<file path="config.mk">
export PLATFORM = sky130hd
export DESIGN_NAME = mw_input_conditioner_flat
export DESIGN_NICKNAME = d
export VERILOG_FILES = /design/src/rtl/mw_input_conditioner_pkg.sv /design/src/rtl/mw_input_conditioner_if.sv /design/src/rtl/mw_input_conditioner_debounce.sv /design/src/rtl/mw_input_conditioner.sv /design/src/flat_wrapper.sv
export SDC_FILE = /design/constraint.sdc
export NUM_CORES = 1
export LEC_CHECK = 0
export ABC_CLOCK_PERIOD_IN_PS = 2000
export CORE_ASPECT_RATIO = 0.5
export CORE_MARGIN = 2
export CORE_UTILIZATION = 30
export CTS_CLUSTER_DIAMETER = 40
export DETAILED_ROUTE_END_ITERATION = 6
export GPL_ROUTABILITY_DRIVEN = 0
export HOLD_SLACK_MARGIN = 0.02
export PLACE_DENSITY = 0.55
export SLEW_MARGIN = 25
export SYNTH_ARGS = -nofsm -noshare
export SYNTH_HDL_FRONTEND = slang
export SYNTH_SLANG_ARGS = --single-unit
</file>
<file path="constraint.sdc">
create_clock -name clk -period 2 [get_ports clk]
set_input_delay 0.4 -clock clk [delete_from_list [all_inputs] [get_ports clk]]
set_output_delay 0.4 -clock clk [all_outputs]
set_load 0.02 [all_outputs]
</file>
<file path="src/rtl/mw_input_conditioner_pkg.sv">
// Shared constants for the microwave input conditioner and controller.
// Defaults, setting widths and level encodings live here.
package mw_input_conditioner_pkg;

    localparam int DEBOUNCE_CYCLES_DEF = 4;
    localparam int TIMER_W_DEF         = 7;
    localparam int TIMER_MAX_DEF       = 99;

    localparam logic PWR_HALF    = 1'b0;
    localparam logic PWR_FULL    = 1'b1;
    localparam logic DOOR_OPEN   = 1'b0;
    localparam logic DOOR_CLOSED = 1'b1;

    function automatic int unsigned clamp_u(
        input int unsigned v,
        input int unsigned max
    );
        return (v > max) ? max : v;
    endfunction

endpackage

</file>
<file path="src/rtl/mw_input_conditioner_if.sv">
// Bundle between raw pads / controller and the input conditioner.
// slave = conditioner side, master = pad/controller side.
interface mw_input_conditioner_if
    import mw_input_conditioner_pkg::*;
#(
    parameter int TIMER_W = TIMER_W_DEF
);
    logic               start_button_raw;
    logic               cancel_button_raw;
    logic               door_status_raw;
    logic               power_raw;
    logic [TIMER_W-1:0] timer_raw;
    logic               load_en;
    logic               start_pulse;
    logic               cancel_pulse;
    logic               door_closed;
    logic               door_open_evt;
    logic               power_q;
    logic [TIMER_W-1:0] timer_q;
    logic               timer_valid;

    modport master (
        output start_button_raw, cancel_button_raw, door_status_raw,
        output power_raw, timer_raw, load_en,
        input  start_pulse, cancel_pulse, door_closed, door_open_evt,
        input  power_q, timer_q, timer_valid
    );

    modport slave (
        input  start_button_raw, cancel_button_raw, door_status_raw,
        input  power_raw, timer_raw, load_en,
        output start_pulse, cancel_pulse, door_closed, door_open_evt,
        output power_q, timer_q, timer_valid
    );

endinterface

</file>
<file path="src/rtl/mw_input_conditioner_debounce.sv">
// 2-flop synchronizer plus counter debounce for one raw level.
// rise_o/fall_o flag the edge on which stable_o is about to change.
module mw_debounce #(
    parameter int CYCLES = 4
) (
    input  logic clk,
    input  logic reset,
    input  logic raw_i,
    output logic stable_o,
    output logic rise_o,
    output logic fall_o
);

    localparam logic [7:0] LAST = 8'(CYCLES - 1);

    logic [1:0] sync_q;
    logic [7:0] cnt_q;
    logic [7:0] cnt_d;
    logic       stable_q;
    logic       stable_d;
    logic       synced;
    logic       differ;
    logic       flip;

    assign synced = sync_q[1];
    assign differ = synced ^ stable_q;
    assign flip   = differ && (cnt_q == LAST);

    always_comb begin
        cnt_d    = (differ && !flip) ? cnt_q + 8'd1 : 8'd0;
        stable_d = flip ? synced : stable_q;
    end

    always_ff @(posedge clk) begin
        if (reset) begin
            sync_q   <= 2'b00;
            cnt_q    <= 8'd0;
            stable_q <= 1'b0;
        end else begin
            sync_q   <= {sync_q[0], raw_i};
            cnt_q    <= cnt_d;
            stable_q <= stable_d;
        end
    end

    assign stable_o = stable_q;
    assign rise_o   = flip & synced;
    assign fall_o   = flip & ~synced;

endmodule

</file>
<file path="src/rtl/mw_input_conditioner.sv">
// Debounced button events, door level and clamped setting capture
// feeding the microwave controller.
module mw_input_conditioner
    import mw_input_conditioner_pkg::*;
#(
    parameter int DEBOUNCE_CYCLES = DEBOUNCE_CYCLES_DEF,
    parameter int TIMER_W         = TIMER_W_DEF,
    parameter int TIMER_MAX       = TIMER_MAX_DEF
) (
    input  logic                  clk,
    input  logic                  reset,
    mw_input_conditioner_if.slave bus
);

    logic start_lvl, start_rise, start_fall;
    logic cancel_lvl, cancel_rise, cancel_fall;
    logic door_lvl, door_rise, door_fall;

    mw_debounce #(.CYCLES(DEBOUNCE_CYCLES)) u_start (
        .clk      (clk),
        .reset    (reset),
        .raw_i    (bus.start_button_raw),
        .stable_o (start_lvl),
        .rise_o   (start_rise),
        .fall_o   (start_fall)
    );

    mw_debounce #(.CYCLES(DEBOUNCE_CYCLES)) u_cancel (
        .clk      (clk),
        .reset    (reset),
        .raw_i    (bus.cancel_button_raw),
        .stable_o (cancel_lvl),
        .rise_o   (cancel_rise),
        .fall_o   (cancel_fall)
    );

    mw_debounce #(.CYCLES(DEBOUNCE_CYCLES)) u_door (
        .clk      (clk),
        .reset    (reset),
        .raw_i    (bus.door_status_raw),
        .stable_o (door_lvl),
        .rise_o   (door_rise),
        .fall_o   (door_fall)
    );

    logic unused_lvls;
    assign unused_lvls = ^{start_lvl, start_fall, cancel_lvl, cancel_fall};

    logic               door_ok_d;
    logic               start_pulse_q, start_pulse_d;
    logic               cancel_pulse_q, cancel_pulse_d;
    logic               door_evt_q, door_evt_d;
    logic               power_q, power_d;
    logic [TIMER_W-1:0] timer_q, timer_d;
    logic               valid_q, valid_d;
    logic [TIMER_W-1:0] timer_clamp;

    assign timer_clamp =
        TIMER_W'(clamp_u(32'(bus.timer_raw), TIMER_MAX));

    // Door level as it will read after this edge, so a press that
    // qualifies together with the door closing is still accepted.
    assign door_ok_d = (door_lvl & ~door_fall) | door_rise;

    always_comb begin
        start_pulse_d  = start_rise & door_ok_d & ~cancel_rise;
        cancel_pulse_d = cancel_rise;
        door_evt_d     = door_fall;
        power_d        = power_q;
        timer_d        = timer_q;
        valid_d        = valid_q;
        if (bus.load_en) begin
            power_d = bus.power_raw;
            timer_d = timer_clamp;
            valid_d = (timer_clamp != '0);
        end
    end

    always_ff @(posedge clk) begin
        if (reset) begin
            start_pulse_q  <= 1'b0;
            cancel_pulse_q <= 1'b0;
            door_evt_q     <= 1'b0;
            power_q        <= PWR_HALF;
            timer_q        <= '0;
            valid_q        <= 1'b0;
        end else begin
            start_pulse_q  <= start_pulse_d;
            cancel_pulse_q <= cancel_pulse_d;
            door_evt_q     <= door_evt_d;
            power_q        <= power_d;
            timer_q        <= timer_d;
            valid_q        <= valid_d;
        end
    end

    assign bus.start_pulse   = start_pulse_q;
    assign bus.cancel_pulse  = cancel_pulse_q;
    assign bus.door_closed   = door_lvl;
    assign bus.door_open_evt = door_evt_q;
    assign bus.power_q       = power_q;
    assign bus.timer_q       = timer_q;
    assign bus.timer_valid   = valid_q;

endmodule
</file>
<file path="src/flat_wrapper.sv">
// flat-port wrapper written by rule: the top's interface ports become plain ports
module mw_input_conditioner_flat import mw_input_conditioner_pkg::*;
#(
    parameter int DEBOUNCE_CYCLES = DEBOUNCE_CYCLES_DEF,
    parameter int TIMER_W         = TIMER_W_DEF,
    parameter int TIMER_MAX       = TIMER_MAX_DEF
)
  (clk, reset, bus_start_button_raw, bus_cancel_button_raw, bus_door_status_raw, bus_power_raw, bus_timer_raw, bus_load_en, bus_start_pulse, bus_cancel_pulse, bus_door_closed, bus_door_open_evt, bus_power_q, bus_timer_q, bus_timer_valid);
  mw_input_conditioner_if #(.TIMER_W(TIMER_W)) bus_i ();
  input  logic clk;
  input  logic reset;
  input wire logic [$bits(bus_i.start_button_raw)-1:0] bus_start_button_raw;
  input wire logic [$bits(bus_i.cancel_button_raw)-1:0] bus_cancel_button_raw;
  input wire logic [$bits(bus_i.door_status_raw)-1:0] bus_door_status_raw;
  input wire logic [$bits(bus_i.power_raw)-1:0] bus_power_raw;
  input wire logic [$bits(bus_i.timer_raw)-1:0] bus_timer_raw;
  input wire logic [$bits(bus_i.load_en)-1:0] bus_load_en;
  output wire logic [$bits(bus_i.start_pulse)-1:0] bus_start_pulse;
  output wire logic [$bits(bus_i.cancel_pulse)-1:0] bus_cancel_pulse;
  output wire logic [$bits(bus_i.door_closed)-1:0] bus_door_closed;
  output wire logic [$bits(bus_i.door_open_evt)-1:0] bus_door_open_evt;
  output wire logic [$bits(bus_i.power_q)-1:0] bus_power_q;
  output wire logic [$bits(bus_i.timer_q)-1:0] bus_timer_q;
  output wire logic [$bits(bus_i.timer_valid)-1:0] bus_timer_valid;
  assign bus_i.start_button_raw = bus_start_button_raw;
  assign bus_i.cancel_button_raw = bus_cancel_button_raw;
  assign bus_i.door_status_raw = bus_door_status_raw;
  assign bus_i.power_raw = bus_power_raw;
  assign bus_i.timer_raw = bus_timer_raw;
  assign bus_i.load_en = bus_load_en;
  assign bus_start_pulse = bus_i.start_pulse;
  assign bus_cancel_pulse = bus_i.cancel_pulse;
  assign bus_door_closed = bus_i.door_closed;
  assign bus_door_open_evt = bus_i.door_open_evt;
  assign bus_power_q = bus_i.power_q;
  assign bus_timer_q = bus_i.timer_q;
  assign bus_timer_valid = bus_i.timer_valid;
  mw_input_conditioner #(.DEBOUNCE_CYCLES(DEBOUNCE_CYCLES), .TIMER_W(TIMER_W), .TIMER_MAX(TIMER_MAX)) u_core (.clk(clk), .reset(reset), .bus(bus_i));
endmodule
</file>
==> impl_metrics.tcl <==
set metrics [dict create \
    post_cts_buffers 0 \
    setup_slack_ns 0.2306 \
    final_cell_mix "dfxtp_1 (45), clkdlybuf4s50_1 (26), nor2_1 (20)" \
    cpPeakStageDelay_ns 0.51 \
    finalHoldViolations 0 \
    synth-seq-area-share_pct 51.21 \
    dp_slack_ns 0.2316 \
    critical_path_class "reg -> reg" \
    holdWs_ns 0.4484 \
    layoutNonFillerInstCount 293 \
    yosys_warnings 0 \
    die-area_mm2 0.006530 \
    rsz0062_at_grt "no" \
    crit_fanout 5 \
    drc 0 \
    core-area_mm2 0.005563 \
    viasPerCell 4.741 \
    syn_to_final_growth_pct 28.73 \
    synth-edff-count 0 \
    antennaDiodeCount 0 \
    grt_pass1_vias 1312 \
    io_pins 27 \
    syn_avg_cell_area_um2 9.407 \
    layout-drive-gt1-share_pct 8.636 \
    cp.arrival_ns 1.97 \
    rows 19 \
    overflow 0 \
    slew_violations 0 \
    start_util_pct 31.62 \
    clk_pin_slew_worst_paths_ns 0.06 \
    clk-insertion-delay-late_ns 0.28 \
    dp_cells 286 \
    fin_crit_sh_pct 88.47 \
    worst_pin_slew_ns 0.5608 \
    synthCells 187 \
    netlist_area_mm2 0.001759 \
    max_slew_margin_pct 62.27 \
    fin_tns_setup_ns 0 \
    die_w_um 112.3 \
    crit_family "simple AND/OR/NAND/NOR gates" \
    cp-start-kind "register" \
    vias 1389 \
    ir_worst_vdd_v 0.0004621 \
    grt_start_max_net_pins 13 \
    synthArstFlopShare_pct 0 \
    clock.fmax_mhz 565.2 \
    wl_per_cell_um 10.76 \
    ys_ff_latch 45 \
    skew_ns 0.002577 \
    io_buffers 26 \
    wirelength_um 3153 \
    nets 237 \
    clock-sinks 45 \
    cts_buffers 5 \
    fillers 568 \
    cts.path.max_buffers 2 \
    clockRootBuffer "clkbuf_16" \
    grt_pass1_wl_um 5644 \
    path_cells "ha_1 > or3b_2 > or3_1 > a211oi_2" \
    final_common_cell "dfxtp_1" \
    place_hpwl_um 2350 \
    drt-initial-drc-count 59 \
    power_leakage_nw 0.7711 \
    drv_cap 0 \
    syn-num-nets 204 \
    ant_nets 0 \
    ys_types 30 \
    cts_resized 0 \
    hold_path.class "reg -> reg" \
    finalSetupViolCount 0 \
    cts_tree "done" \
    die_h_um 58.15 \
    cpMaxStageDelayCell "or3b_2" \
    path_buf_inv 0 \
    required_ns 2.20 \
    utilization_pct 40.71 \
    status "completed" \
    synth_flop_cell "dfxtp_1" \
    track_usage_pct 10.93 \
    cts_hold_buf 0 \
    fin_crit_ns 1.769 \
    p_per_area_mw_per_mm2 806.3 \
    grt_antenna_before_repair 0 \
    endpoint_kind "register" \
    htree_num_levels 2 \
    dr.pass1.iters 5 \
]
-- worst reg2reg max path: cells and delay by family (launching register included) --
kind | cells | cell delay, ns
AND/OR/NAND/NOR | 2 | 0.88
AO/OA/AOI/OAI | 1 | 0.19
adder cells (fa/ha/maj) | 1 | 0.24
flip-flops | 1 | 0.38
-- report_power, final --
group	internal, W	total (W)	switching (W)	leakage, nW
clock network	0.000490	0.000788	0.000298	0.0700
registers	0.000915	0.000925	0.0000100	0.366
logic	0.0000622	0.000113	0.0000504	0.335
-- per-layer routing --
metal	track usage, %	vias up	wire (um)
met5	0	-	0
met4	5.226	0	59
met3	3.975	5	143
met2	17.99	22	1421
met1	12.99	637	1528
li1	-	725	-
-- layout make-up --
class / instances / area (um2) / area share, %
Sequential cell: 45 / 900.9 / 39.78
Tap cell: 73 / 91.34 / 4.033
Timing Repair Buffer: 29 / 282.8 / 12.49
Inverter: 9 / 33.78 / 1.492
Multi-Input combinational cell: 130 / 813.3 / 35.91
Clock buffer: 7 / 142.6 / 6.298
-- cell usage after synthesis, drive strengths merged (2+ instances only) --
cell    count  area (um2)
xnor2       4       35.03
nand2       4       15.01
o221a       2       22.52
nor3        2       10.01
nor4        3       18.77
o211ai      2       25.02
nand4       3       18.77
or3b        2       17.52
nor3b       2       15.01
buf         2       7.510
o21ai      12       60.06
xor2        8       70.07
dfxtp      45       900.9
nand2b      4       25.02
nor2b       6       37.54
or4         2       22.52
ha          3       37.54
a21oi      15       75.07
mux2i       3       30.03
nor2       20       75.07
nand3      17       85.08
inv         9       33.78
or3        11       68.82
-- per-stage QoR --
step,cell area [um2],total power (W)
2_1_floorplan,1759,0.0009960
3_3_place_gp,2122,0.001057
3_5_place_dp,2122,0.001059
4_1_cts,2265,0.001855
5_1_grt,2265,0.001911
6_report,2265,0.001826
-- state kept, by name, summed over array words and instances, names as in the netlist --
| signal | flops |
|---|---|
| u_core.bus.cancel_pulse | 1 |
| u_core.bus.door_open_evt | 1 |
| u_core.bus.power_q | 1 |
| u_core.bus.start_pulse | 1 |
| u_core.bus.timer_q | 7 |
| u_core.bus.timer_valid | 1 |
| u_core.u_cancel.cnt_q | 8 |
| u_core.u_cancel.stable_o | 1 |
| u_core.u_cancel.sync_q | 2 |
| u_core.u_door.cnt_q | 8 |
| u_core.u_door.stable_o | 1 |
| u_core.u_door.sync_q | 2 |
| u_core.u_start.cnt_q | 8 |
| u_core.u_start.stable_o | 1 |
| u_core.u_start.sync_q | 2 |
-- path summary, 6_finish.rpt --
| kind | startpoint | end | slack, ns | depth (start not counted) |
|---|---|---|---|---|
| worst max register to register | u_core.u_door.cnt_q[0]$_SDFF_PP0_ | u_core.bus.start_pulse$_SDFF_PP0_ | 0.23 | 4 |
| worst min register to register | u_core.u_cancel.sync_q[0]$_SDFF_PP0_ | u_core.u_cancel.sync_q[1]$_SDFF_PP0_ | 0.45 | 1 |
| worst max-delay path | u_core.u_door.cnt_q[0]$_SDFF_PP0_ | u_core.bus.start_pulse$_SDFF_PP0_ | 0.23 | 4 |
| worst min-delay path | u_core.u_cancel.sync_q[0]$_SDFF_PP0_ | u_core.u_cancel.sync_q[1]$_SDFF_PP0_ | 0.45 | 1 |
-- cells by family after synthesis --
group                    Yosys count  synth area share [%]
AND/OR/NAND/NOR                   77                 23.76
flip-flops                        45                 51.21
AO/OA/AOI/OAI                     35                 12.66
XOR/XNOR                          12                 5.974
buffers and inverters             12                 2.560
multiplexers                       3                 1.707
adder cells (fa/ha/maj)            3                 2.134
Power figures use the tool's default switching activity.
